--- src/rtl/shifter_pkg.sv ---
// Shared types and helpers for the pipelined barrel shifter.
// Mode codes 5..7 are illegal and travel through the pipe as an error flag.
package shifter_pkg;

    typedef enum logic [2:0] {
        MODE_ROR = 3'd0,
        MODE_ROL = 3'd1,
        MODE_LSR = 3'd2,
        MODE_LSL = 3'd3,
        MODE_ASR = 3'd4
    } shift_mode_t;

    localparam int MODE_W = 3;

    function automatic logic mode_is_illegal(input logic [MODE_W-1:0] mode);
        return mode > 3'd4;
    endfunction

endpackage

--- src/rtl/shift_stage.sv ---
// One registered pipeline stage: conditionally applies a shift of STEP bits
// (selected by amount bit log2(STEP)) and holds the word until downstream takes it.
module shift_stage
    import shifter_pkg::*;
#(
    parameter int WIDTH = 8,
    parameter int STEP  = 1,
    parameter int AMT_W = $clog2(WIDTH)
) (
    input  logic              clk,
    input  logic              rst_n,
    input  logic              prev_valid,
    input  logic [WIDTH-1:0]  prev_data,
    input  logic [AMT_W-1:0]  prev_amt,
    input  logic [MODE_W-1:0] prev_mode,
    input  logic              prev_err,
    input  logic              next_take,
    output logic              load,
    output logic              valid,
    output logic [WIDTH-1:0]  data,
    output logic [AMT_W-1:0]  amt,
    output logic [MODE_W-1:0] mode,
    output logic              err
);

    localparam int BIT = $clog2(STEP);

    typedef struct packed {
        logic [WIDTH-1:0]  data;
        logic [AMT_W-1:0]  amt;
        logic [MODE_W-1:0] mode;
        logic              err;
    } payload_t;

    payload_t payload_q;
    payload_t payload_d;
    logic     valid_q;

    // ASR fill uses the current MSB; earlier ASR steps never change it.
    function automatic logic [WIDTH-1:0] step_shift(input logic [WIDTH-1:0] x,
                                                    input logic [MODE_W-1:0] m);
        logic [WIDTH-1:0] sign_fill;
        sign_fill = {WIDTH{x[WIDTH-1]}} << (WIDTH - STEP);
        case (m)
            MODE_ROR: return (x >> STEP) | (x << (WIDTH - STEP));
            MODE_ROL: return (x << STEP) | (x >> (WIDTH - STEP));
            MODE_LSR: return x >> STEP;
            MODE_LSL: return x << STEP;
            MODE_ASR: return (x >> STEP) | sign_fill;
            default:  return x;
        endcase
    endfunction

    always_comb begin
        payload_d.data = prev_data;
        payload_d.amt  = prev_amt;
        payload_d.mode = prev_mode;
        payload_d.err  = prev_err;
        if (prev_amt[BIT]) begin
            payload_d.data = step_shift(prev_data, prev_mode);
        end
    end

    assign load = !valid_q || next_take;

    always_ff @(posedge clk or negedge rst_n) begin
        if (!rst_n) begin
            valid_q   <= 1'b0;
            payload_q <= '0;
        end else begin
            if (load) begin
                valid_q <= prev_valid;
            end
            if (load && prev_valid) begin
                payload_q <= payload_d;
            end
        end
    end

    assign valid = valid_q;
    assign data  = payload_q.data;
    assign amt   = payload_q.amt;
    assign mode  = payload_q.mode;
    assign err   = payload_q.err;

endmodule

--- src/rtl/pipelined_barrel_shifter.sv ---
// Pipelined barrel shifter: AMT_W power-of-two stages with valid/ready handshake,
// bubble collapsing and full backpressure. Output comes straight from the last stage.
module pipelined_barrel_shifter
    import shifter_pkg::*;
#(
    parameter int WIDTH = 8,
    localparam int AMT_W = $clog2(WIDTH)
) (
    input  logic              clk,
    input  logic              rst_n,
    input  logic              in_valid,
    output logic              in_ready,
    input  logic [WIDTH-1:0]  in_data,
    input  logic [AMT_W-1:0]  in_amt,
    input  logic [MODE_W-1:0] in_mode,
    output logic              out_valid,
    input  logic              out_ready,
    output logic [WIDTH-1:0]  out_data,
    output logic              out_err
);

    // Index 0 is the input side; index k+1 is the output of stage k.
    logic [AMT_W:0]    v_s;
    logic [AMT_W:0]    err_s;
    logic [WIDTH-1:0]  data_s [AMT_W+1];
    logic [AMT_W-1:0]  amt_s  [AMT_W+1];
    logic [MODE_W-1:0] mode_s [AMT_W+1];
    logic              in_illegal;
    logic              unused_tail;

    assign in_illegal = mode_is_illegal(in_mode);
    assign v_s[0]     = in_valid;
    assign data_s[0]  = in_data;
    assign amt_s[0]   = in_illegal ? '0 : in_amt;
    assign mode_s[0]  = in_mode;
    assign err_s[0]   = in_illegal;

    genvar k;
    generate
        for (k = 0; k < AMT_W; k++) begin : g_stage
            logic load_k;
            logic next_take;

            if (k == AMT_W - 1) begin : g_last
                assign next_take = out_ready;
            end else begin : g_mid
                assign next_take = g_stage[k+1].load_k;
            end

            shift_stage #(
                .WIDTH (WIDTH),
                .STEP  (1 << k),
                .AMT_W (AMT_W)
            ) u_stage (
                .clk        (clk),
                .rst_n      (rst_n),
                .prev_valid (v_s[k]),
                .prev_data  (data_s[k]),
                .prev_amt   (amt_s[k]),
                .prev_mode  (mode_s[k]),
                .prev_err   (err_s[k]),
                .next_take  (next_take),
                .load       (load_k),
                .valid      (v_s[k+1]),
                .data       (data_s[k+1]),
                .amt        (amt_s[k+1]),
                .mode       (mode_s[k+1]),
                .err        (err_s[k+1])
            );
        end
    endgenerate

    assign in_ready  = g_stage[0].load_k;
    assign out_valid = v_s[AMT_W];
    assign out_data  = data_s[AMT_W];
    assign out_err   = err_s[AMT_W];

    // Amount and mode are spent once the word leaves the last stage.
    assign unused_tail = ^{amt_s[AMT_W], mode_s[AMT_W]};

endmodule

--- config.mk ---
export PLATFORM = sky130hd
export DESIGN_NAME = pipelined_barrel_shifter
export DESIGN_NICKNAME = d
export VERILOG_FILES = /design/src/rtl/shifter_pkg.sv /design/src/rtl/shift_stage.sv /design/src/rtl/pipelined_barrel_shifter.sv
export SDC_FILE = /design/constraint.sdc
export NUM_CORES = 1
export LEC_CHECK = 0
export CAP_MARGIN = 40
export CORE_MARGIN = 10
export CORE_UTILIZATION = 40
export DETAILED_ROUTE_END_ITERATION = 10
export PLACE_DENSITY = 0.63
export SYNTH_ARGS = -nofsm -noshare
export SYNTH_HDL_FRONTEND = slang
export SYNTH_HIERARCHICAL = 1
export SYNTH_SLANG_ARGS = --single-unit
--- constraint.sdc ---
create_clock -name clk -period 1.7 [get_ports clk]
set_input_delay 0.34 -clock clk [delete_from_list [all_inputs] [get_ports clk]]
set_output_delay 0.34 -clock clk [all_outputs]
set_load 0.005 [all_outputs]
After elaboration in Yosys (flattened, before gate mapping)
Cells that the tools add are included.

Order comparisons: 1. Eq/ne operators: 12. Mux-type cells: 7. Bitwise logic cells: 8. Reduce and logical (&&, ||, !) cells: 13.

Operators with widths (number): $pmux 8 s5 (2); $pmux 8 s4 (1); $mux 8 (3); $eq 3x2->1 const B (6); $or 4x8->8 (2); $or 6x8->8 (2); $or 7x8->8 (2); $eq 3x1->1 const B (3); $eq 3x3->1 const B (3); $logic_not 3->1 (3); $or 8x1->8 (1); $or 8x2->8 (1); $gt 3x3->1 const B (1); $logic_and 1x1->1 (3); $logic_not 1->1 (3); $logic_or 1x1->1 (3); $mux 3 (1); $reduce_or 2->1 (1).

Bits in registers: 42. Input bits: 18. Output and inout port bits: 11. Word-level logic and storage cells: 54.

Longest topological paths before layout
Gate-level depths: netlist (run 1).

Word-level depth: 5. Depth in mapped cells: 9. Mapped depth without buffers: 8.

By module
The synthesis (run 1) kept the hierarchy.

By module, submodules not included: shift_stage (g_stage[1].u_stage) (instances 1, cells an instance 76, area an instance 849.6 um2, seq. area each 400.4 um2); shift_stage (g_stage[0].u_stage) (instances 1, cells an instance 87, area an instance 819.5 um2, seq. area each 400.4 um2); shift_stage (g_stage[2].u_stage) (instances 1, cells an instance 74, area an instance 807.0 um2, seq. area each 400.4 um2); pipelined_barrel_shifter (instances 1, cells an instance 5, area an instance 31.3 um2, seq. area each 0.0 um2).

Least setup slack after synthesis (run 1)
OpenSTA, ideal clock, no wires.

Kind: reg2reg. Start point: reg g_stage[2].u_stage.valid_q. End point: reg g_stage[0].u_stage.payload_q, in the netlist g_stage[0].u_stage/data[7]. Setup time: 0.128 ns. Arrival time: 1.547 ns. Required time: 1.572 ns. Path slack: 0.025 ns. Stages on the path, launching flop included: 9. Path buffers: 1. Clock period less this slack: 1.675 ns. Cell sequence: dfrtp_1 nor2b_4 inv_2 nor2b_1 inv_2 nand2b_4 nand2_1 buf_2 o21ai_0.

Cells in the longest elaborated chain, start to end: 5.

Ends and longest elaborated chain: start: declaration (line shift_stage.sv:37) `logic valid_q;`; start signal: assignment (line shift_stage.sv:72) `valid_q <= prev_valid;`; $logic_not 1->1 (line shift_stage.sv:64) `assign load = !valid_q || next_take;`; $logic_or 1x1->1 (line shift_stage.sv:64); via g_stage[1].next_take (line pipelined_barrel_shifter.sv:42) `logic next_take;`; $logic_or 1x1->1 (line shift_stage.sv:64); via g_stage[0].next_take (line pipelined_barrel_shifter.sv:42); $logic_or 1x1->1 (line shift_stage.sv:64); via in_ready (line pipelined_barrel_shifter.sv:12) `output logic in_ready,`; $logic_and 1x1->1 (line shift_stage.sv:74) `if (load && prev_valid) begin`; end signal: assignment (line shift_stage.sv:75) `payload_q <= payload_d;`; end: declaration (line shift_stage.sv:35) `payload_t payload_q;`.

The timed path passes the listed nets, and every way through them passes these cells. A chain may end at the register's enable or synchronous reset.

Worst setup path in the final report (run 1)
Start point: reg g_stage[2].u_stage.valid_q. End point: out in_ready.

Cells in the longest elaborated chain, start to end: 4.

Ends and longest elaborated chain (line): $logic_not 1->1 (shift_stage.sv:64); $logic_or 1x1->1 (shift_stage.sv:64); via g_stage[1].next_take (pipelined_barrel_shifter.sv:42); $logic_or 1x1->1 (shift_stage.sv:64); via g_stage[0].next_take (pipelined_barrel_shifter.sv:42); $logic_or 1x1->1 (shift_stage.sv:64); end: declaration (pipelined_barrel_shifter.sv:12).

The timed path passes the listed nets, and every way through them passes these cells.

==> summary.txt, run 1 <==
Max-cap violations: 0
Die ar.: 8830 um2
WP data arrival: 1.30 ns
Final HPWL DP: 3.88 mm
Slew @ Worst Pin: 0.452 ns
Routed vias: 1840
Crit Path Max Fanout: 4
Final setup violation count: 0
Pin count of the biggest net entering global routing: 22
Syn Inst Count: 223
Die H: 94.0 um
TNS Setup: 0 ns
Starting Density: 0.421
CTS H-tree depth: 2
Achievable Freq: 0.608 GHz
Post-Place Setup Slack: -0.458 ns
CP top delay family: simple AND/OR/NAND/NOR gates
Setup Skew: 0.00833 ns
CP bufs+invs: 3
Critical Path End Type: output pin
Die W: 94.0 um
Pwr/cell area: 1140 nW/um2
Maximum vdd drop: 435 uV
Leakage: 1.15 nW
Yosys warnings: 6
CP max-delay cell: dfrtp_1
Placed Instance Area: 2670 um2
Clock transition at path regs: 0.08 ns
Buffers on Ports: 28
WL/cell: 14.5 um
Mapped cell area: 2190 um2
Final Hold Viols: 0
Num CTS Buffers: 5
Ant diodes: 0
Core area: 5200 um2
Worst rel slew slack: 0.698
Total gr overflow: 0
R2R Setup Slk: 0.12 ns
Routed WL: 4.92 mm
Pins over their slew limit: 0
Worst-Skew Late Latency: 0.29 ns
Drt pass-1 iters: 4
Top cell by count, worst path: nor2b_4
Status: finished clean
Design Area, Final: 2850 um2
Critical setup path kind: reg -> out
Hold_ws: 0.487 ns
Clk buf depth: 2
Worst path required time: 1.36 ns
Initial antenna violation count: 0
Nets: 286
Metal3 WL: 215 um
Syn avg cell area: 9.82 um2
Tmin final: 1.64 ns
DRC errors left: 0
Vias per inst: 5.43
Ports: 29
Final antenna-violating net count: 0
CTS Root Buffer Type: clkbuf_8
Final setup margin: 0.0554 ns
First-pass GRT wire length: 8.56 mm
Top Metal Used: met4
Worst path cell trace: nor2b_4 -> inv_4 -> nor2b_4 -> inv_2 -> nand2b_4 -> buf_2
Commonest non-fill, non-tap cell in the layout: dfrtp_1
RSZ-0062 raised after global routing: yes
Placer congestion estimate: 0.835
Most frequent cells in the layout: dfrtp_1 (39), clkdlybuf4s50_1 (25), nand2_1 (20)
Met2 wire len: 2.35 mm
Layout cell share with drive strength beyond 1: 0.253
Vias in the first global route: 1853
Iter 0 DRT Violations: 136
Post-Syn Nets: 241
Fin crit share: 0.967
CP peak stage delay: 0.36 ns
Sequential cell area: 976 um2
HP Class: reg -> reg
WL met1: 2.23 mm
Row count: 26
CTS tree: yes
GRT Total Usage: 0.117
Filler cell count: 496
Design Power: 3.25 mW
Multi-input gate area: 1140 um2
Syn-to-layout area delta: 30.2%
TritonCTS Sinks: 39
CP Launch Type: register
[timing repair]
item,CTS,global route
pin swaps,0,3
buffers inserted,0,0
hold endpoints to repair,10,0
resized for setup,8,11
hold buffers,1,0
endpoints found under the setup margin,19,11
[path summary, 6_finish.rpt]
kind,startpoint,endpoint,cells past startpoint
max in group asynchronous,rst_n,g_stage[0].u_stage/data[4],3
setup reg to reg,g_stage[2].u_stage/valid,g_stage[0].u_stage/data[0],10
hold / removal,g_stage[1].u_stage/err,g_stage[2].u_stage/err,1
hold reg to reg,g_stage[1].u_stage/err,g_stage[2].u_stage/err,1
min in group asynchronous,rst_n,g_stage[2].u_stage/data[5],2
setup / recovery,g_stage[2].u_stage/valid,in_ready,6
[routing by layer]
metal,up-vias,track usage
li1,937,-
met5,-,0
met3,11,0.0248
met1,847,0.135
met2,45,0.203
met4,0,0.0494
[stage by stage]
step | cells | util
3_3_place_gp | 330 | 0.512
5_1_grt | 339 | 0.548
4_1_cts | 339 | 0.540
6_report | 339 | 0.548
2_1_floorplan | 223 | -
3_5_place_dp | 330 | 0.512
[worst register-to-register path: cells and delay by family, from the launching register on]
family / cells / cell delay [ns]
buffers and inverters: 5 / 0.52
and+or+nand+nor: 4 / 0.35
DFF: 1 / 0.39
AOI/OAI and AO/OA: 1 / 0.22
[state kept, by name (all words and copies together) (netlist names)]
register               cells
g_stage.u_stage/data      24
g_stage.u_stage/mode       6
g_stage.u_stage/amt        3
g_stage.u_stage/err        3
g_stage.u_stage/valid      3
[power breakdown]
part           internal (mW)  switching (mW)
Combinational          0.552           0.412
Sequential              1.16           0.230
Clock                  0.586           0.315
Total                   2.30           0.958
[area by class of cell]
class | count | share of cell area
well taps | 70 | 0.0307
clock buffers | 6 | 0.0254
clock inverters | 2 | 0.0211
flip-flops and latches | 39 | 0.342
inverters | 9 | 0.0127
multi-input cells | 162 | 0.399
repair buffers | 51 | 0.169
Power figures use the tool's default switching activity.
==> run 2: changes to the inputs <==
- CTS_BUF_LIST: default -> sky130_fd_sc_hd__clkbuf_2 sky130_fd_sc_hd__clkbuf_4 sky130_fd_sc_hd__clkbuf_8
==> summary.txt, run 2 (synthesis gave the netlist of run 1 again) <==
Status: finished clean
Core area: 5200 um2 (unchanged)
Worst-Skew Late Latency: 0.29 ns (about the same)
GRT Total Usage: 0.117 (unchanged)
Post-CTS setup buffers: 0 (unchanged)
Num CTS Buffers: 5 (unchanged)
Critical Path End Type: output pin
Post-Place Setup Slack: -0.458 ns (unchanged)
Reg2Reg Depth: 10 (unchanged)
TritonCTS Sinks: 39 (unchanged)
Final setup violation count: 0 (unchanged)
RSZ-0062 raised after global routing: yes
Crit Path Max Fanout: 4 (unchanged)
Worst setup path startpoint: g_stage[2].u_stage/valid
Slew @ Worst Pin: 0.453 ns (+0.000543 ns)
Fin crit share: 0.967 (about the same)
Layout cell share with drive strength beyond 1: 0.257 (+0.00372)
Commonest non-fill, non-tap cell in the layout: dfrtp_1
Pwr/cell area: 1150 nW/um2 (+0.53%)
Placed Cells: 330 (unchanged)
CP Launch Type: register
Iter 0 DRT Violations: 119 (-13%)
Final HPWL DP: 3.88 mm (unchanged)
Vias in the first global route: 1853 (unchanged)
Tmin final: 1.64 ns (-0.0000164 ns)
Pins over their slew limit: 0 (unchanged)
Max reg flops: 24 (unchanged)
Worst path required time: 1.36 ns (about the same)
Leakage: 1.15 nW (+0.30%)
Max-cap violations: 0 (unchanged)
Placer congestion estimate: 0.835 (unchanged)
Final setup margin: 0.0555 ns (+0.0000164 ns)
Most frequent cells in the layout: dfrtp_1 (39), clkdlybuf4s50_1 (25), nand2_1 (20)
Hold_ws: 0.487 ns (+0.0000110 ns)
Syn-to-layout area delta: 30.4%
Buffers on Ports: 28 (unchanged)
WP data arrival: 1.30 ns (about the same)
Total gr overflow: 0 (unchanged)
Ports: 29 (unchanged)
Drt pass-1 iters: 4 (unchanged)
First-pass GRT wire length: 8.56 mm (unchanged)
DRC errors left: 0 (unchanged)
Starting Density: 0.421 (unchanged)
Reg2reg start: g_stage[2].u_stage/valid
Final cell utilization of the core: 0.549 (+0.000721)
Worst hold path cell count: 1 (unchanged)
Die ar.: 8830 um2 (unchanged)
Routed vias: 1839 (-0.054%)
Maximum vdd drop: 435 uV (about the same)
Row count: 26 (unchanged)
Worst rel slew slack: 0.698 (about the same)
Ant diodes: 0 (unchanged)
Clock transition at path regs: 0.08 ns (about the same)
Clk buf depth: 2 (unchanged)
CTS Root Buffer Type: clkbuf_8
Non-Filler Instances: 339 (unchanged)
Die H: 94.0 um (unchanged)
WL/cell: 14.5 um (+0.22%)
Initial antenna violation count: 0 (unchanged)
HP Class: reg -> reg
Final Hold Viols: 0 (unchanged)
Pin count of the biggest net entering global routing: 22 (unchanged)
Achievable Freq: 0.608 GHz (about the same)
Routed WL: 4.93 mm (+0.22%)
Nets: 286 (unchanged)
CTS H-tree depth: 2 (unchanged)
Final antenna-violating net count: 0 (unchanged)
Worst hold path startpoint: g_stage[1].u_stage/err
Vias per inst: 5.42 (about the same)
Critical setup path kind: reg -> out
CTS tree: yes
Die W: 94.0 um (unchanged)
Setup Skew: 0.00882 ns (+0.000489 ns)
[run 2: changes by cell type in the layout (fill, tap and decap cells not counted)]
| cell | before | now |
|---|---|---|
| clkbuf_4 | 0 | 1 |
| clkbuf_1 | 1 | 0 |
[run 2: what timing repair did]
action                     CTS  global route
resized for setup            8            11
setup endpoints to repair   19            11
pin swaps                    0             3
cloned                       0             0
hold endpoints to repair    10             0
hold buffers                 1             0
[run 2: worst max-delay path, stage by stage, from the launching register on]
cell      delay [ns]
dfrtp_1         0.36
nor2b_4         0.18
inv_4           0.06
nor2b_4         0.12
inv_2           0.05
nand2b_4        0.13
buf_2           0.12
[run 2: power breakdown]
group          switching (mW)  internal (mW)
clock network           0.320          0.603
registers               0.231           1.16
logic                   0.413          0.552
[run 2: through the flow]
stage	area (um2)	TNS, ns	total power, mW
detailed placement	2670	-8.29	2.35
CTS	2820	0	3.28
finish	2860	0	3.27
global route	2860	-0.0329	3.49
global placement	2670	-8.24	2.34
floorplan	2190	0	1.91
[run 2: layer usage]
metal / GRT usage / vias up / share of wire
met5: 0 / - / 0
met4: 0.0494 / 0 / 0.023
met3: 0.0248 / 11 / 0.044
met2: 0.203 / 45 / 0.48
met1: 0.135 / 847 / 0.45
li1: - / 936 / -
[run 2: layout make-up]
| class | instances | area [um2] |
|---|---|---|
| Inverter | 9 | 36.3 |
| Tap cell | 70 | 87.6 |
| Clock inverter | 2 | 60.1 |
| Timing Repair Buffer | 51 | 482 |
| Sequential cell | 39 | 976 |
| Clock buffer | 6 | 76.3 |
| Multi-Input combinational cell | 162 | 1140 |
| Fill cell | 494 | 2350 |
[run 2: path summary, 6_finish.rpt]
| check | slack [ns] | end |
|---|---|---|
| max in group asynchronous | 0.71 | g_stage[0].u_stage/amt[1] |
| setup reg to reg | 0.13 | g_stage[0].u_stage/data[0] |
| setup / recovery | 0.06 | in_ready |
| hold reg to reg | 0.49 | g_stage[2].u_stage/err |
| hold / removal | 0.49 | g_stage[2].u_stage/err |
| min in group asynchronous | 0.53 | g_stage[2].u_stage/data[5] |
==> run 3: changes to the inputs <==
- CORE_MARGIN: 10 -> 2
- TNS_END_PERCENT: default -> 1
==> summary.txt, run 3 (synthesis gave the netlist of run 1 again) <==
Status: finished clean
Critical Path End Type: output pin
Final antenna-violating net count: 0 (unchanged)
Ports: 29 (unchanged)
Max-cap violations: 0 (unchanged)
Die ar.: 6080 um2 (-31%)
Syn-to-layout area delta: 26.2%
Die H: 78.0 um (-17%)
Worst path required time: 1.36 ns (about the same)
HP Class: reg -> reg
Row count: 26 (unchanged)
CP max-delay cell: dfrtp_1
Pwr/cell area: 1090 nW/um2 (-5.0%)
Vias in the first global route: 1707 (-7.9%)
CP bufs+invs: 3 (unchanged)
Commonest non-fill, non-tap cell in the layout: dfrtp_1
Hold_ws: 0.477 ns (-0.0101 ns)
Num CTS Buffers: 5 (unchanged)
First-pass GRT wire length: 7.86 mm (-8.2%)
Drt pass-1 iters: 4 (unchanged)
Pin count of the biggest net entering global routing: 23 (+4.5%)
Worst path cell trace: nor2b_4 -> inv_2 -> nor2b_4 -> inv_2 -> nand2b_4 -> buf_2
Crit Path Max Fanout: 2 (-2)
Routed vias: 1848 (+0.49%)
Routed WL: 4.65 mm (-5.7%)
Vias per inst: 5.47 (+0.79%)
Placer congestion estimate: 0.794 (-4.9%)
DRC errors left: 0 (unchanged)
Core area: 5200 um2 (unchanged)
Final Hold Viols: 0 (unchanged)
CTS H-tree depth: 2 (unchanged)
CTS tree: yes
Total gr overflow: 0 (unchanged)
GRT Total Usage: 0.162 (+0.0453)
Final HPWL DP: 3.63 mm (-6.5%)
Most frequent cells in the layout: dfrtp_1 (39), clkdlybuf4s50_1 (25), nand2_1 (20)
Buffers on Ports: 28 (unchanged)
Achievable Freq: 0.619 GHz (+1.8%)
Pins over their slew limit: 0 (unchanged)
RSZ-0062 raised after global routing: yes
CTS Root Buffer Type: clkbuf_8
TNS Setup: 0 ns (unchanged)
WP data arrival: 1.28 ns (-0.02 ns)
Nets: 285 (-0.35%)
Max reg flops: 24 (unchanged)
Layout cell share with drive strength beyond 1: 0.228 (-0.0289)
Filler cell count: 492 (-0.40%)
Starting Density: 0.421 (unchanged)
Critical setup path kind: reg -> out
Final setup violation count: 0 (unchanged)
CP peak stage delay: 0.35 ns (about the same)
TritonCTS Sinks: 39 (unchanged)
Ant diodes: 0 (unchanged)
Maximum vdd drop: 467 uV (+7.4%)
Leakage: 1.12 nW (-2.6%)
Die W: 78.0 um (-17%)
CP top delay family: simple AND/OR/NAND/NOR gates
Slew @ Worst Pin: 0.465 ns (+0.0116 ns)
Fin crit share: 0.951 (-0.0168)
Worst rel slew slack: 0.682 (-0.0158)
Clk buf depth: 2 (unchanged)
Clock transition at path regs: 0.07 ns (about the same)
CP Launch Type: register
WL/cell: 13.7 um (-5.4%)
Design Power: 3.01 mW (-8.0%)
Initial antenna violation count: 0 (unchanged)
Setup Skew: 0.00349 ns (-0.00533 ns)
Tmin final: 1.62 ns (-0.0286 ns)
Worst-Skew Late Latency: 0.29 ns (about the same)
Iter 0 DRT Violations: 74 (-38%)
## run 3: cell type report
| cell class | count | area [um2] | share of cell area |
|---|---|---|---|
| Sequential cell | 39 | 976 | 0.353 |
| Multi-Input combinational cell | 162 | 1100 | 0.398 |
| Clock buffer | 8 | 104 | 0.0376 |
| Tap cell | 70 | 87.6 | 0.0317 |
| Timing Repair Buffer | 50 | 462 | 0.167 |
| Inverter | 9 | 33.8 | 0.0122 |
## run 3: worst min-delay path, stage by stage, from the launching register on
cell     delay [ns]
dfrtp_1        0.35
nand2_1        0.05
nand2_1        0.05
## run 3: repair_timing
| item | 4_1_cts | 5_1_grt |
|---|---|---|
| endpoints found under the hold margin | 17 | 0 |
| setup buffers | 1 | 0 |
| hold buffers | 1 | 0 |
| pin swaps | 0 | 0 |
| endpoints found under the setup margin | 20 | 10 |
| gates resized for setup | 8 | 1 |
## run 3: per-stage QoR
| step | util | setup WS, ns | instance area (um2) | std cells |
|---|---|---|---|---|
| after global routing | 0.531 | -0.0215 | 2760 | 338 |
| after detailed placement | 0.507 | -0.510 | 2640 | 328 |
| after CTS | 0.531 | 0.00206 | 2760 | 338 |
| final | 0.531 | 0.0840 | 2760 | 338 |
| after floorplan | - | 0.0506 | 2190 | 223 |
| after global placement | 0.507 | -0.454 | 2640 | 328 |
## run 3: power breakdown
group          switching [mW]  internal, mW  leakage (nW)
clock                   0.305         0.386        0.0549
sequential              0.231          1.16         0.451
combinational           0.397         0.535         0.617
total                   0.934          2.08          1.12
## run 3: layer usage
| layer | share of wire | global-route usage |
|---|---|---|
| met1 | 0.45 | 0.197 |
| met2 | 0.50 | 0.283 |
| met3 | 0.037 | 0.0349 |
| met4 | 0.015 | 0.0561 |
| met5 | 0 | 0 |
## run 3: path summary, 6_finish.rpt
kind,cells past startpoint,from,endpoint,slack [ns]
hold / removal,2,g_stage[0].u_stage/err,g_stage[0].u_stage/err,0.48
setup / recovery,6,g_stage[2].u_stage/valid,in_ready,0.08
min in group asynchronous,2,rst_n,g_stage[2].u_stage/data[5],0.52
setup reg to reg,8,g_stage[2].u_stage/valid,g_stage[0].u_stage/data[5],0.09
max in group asynchronous,3,rst_n,g_stage[0].u_stage/amt[1],0.72
hold reg to reg,2,g_stage[0].u_stage/err,g_stage[0].u_stage/err,0.48
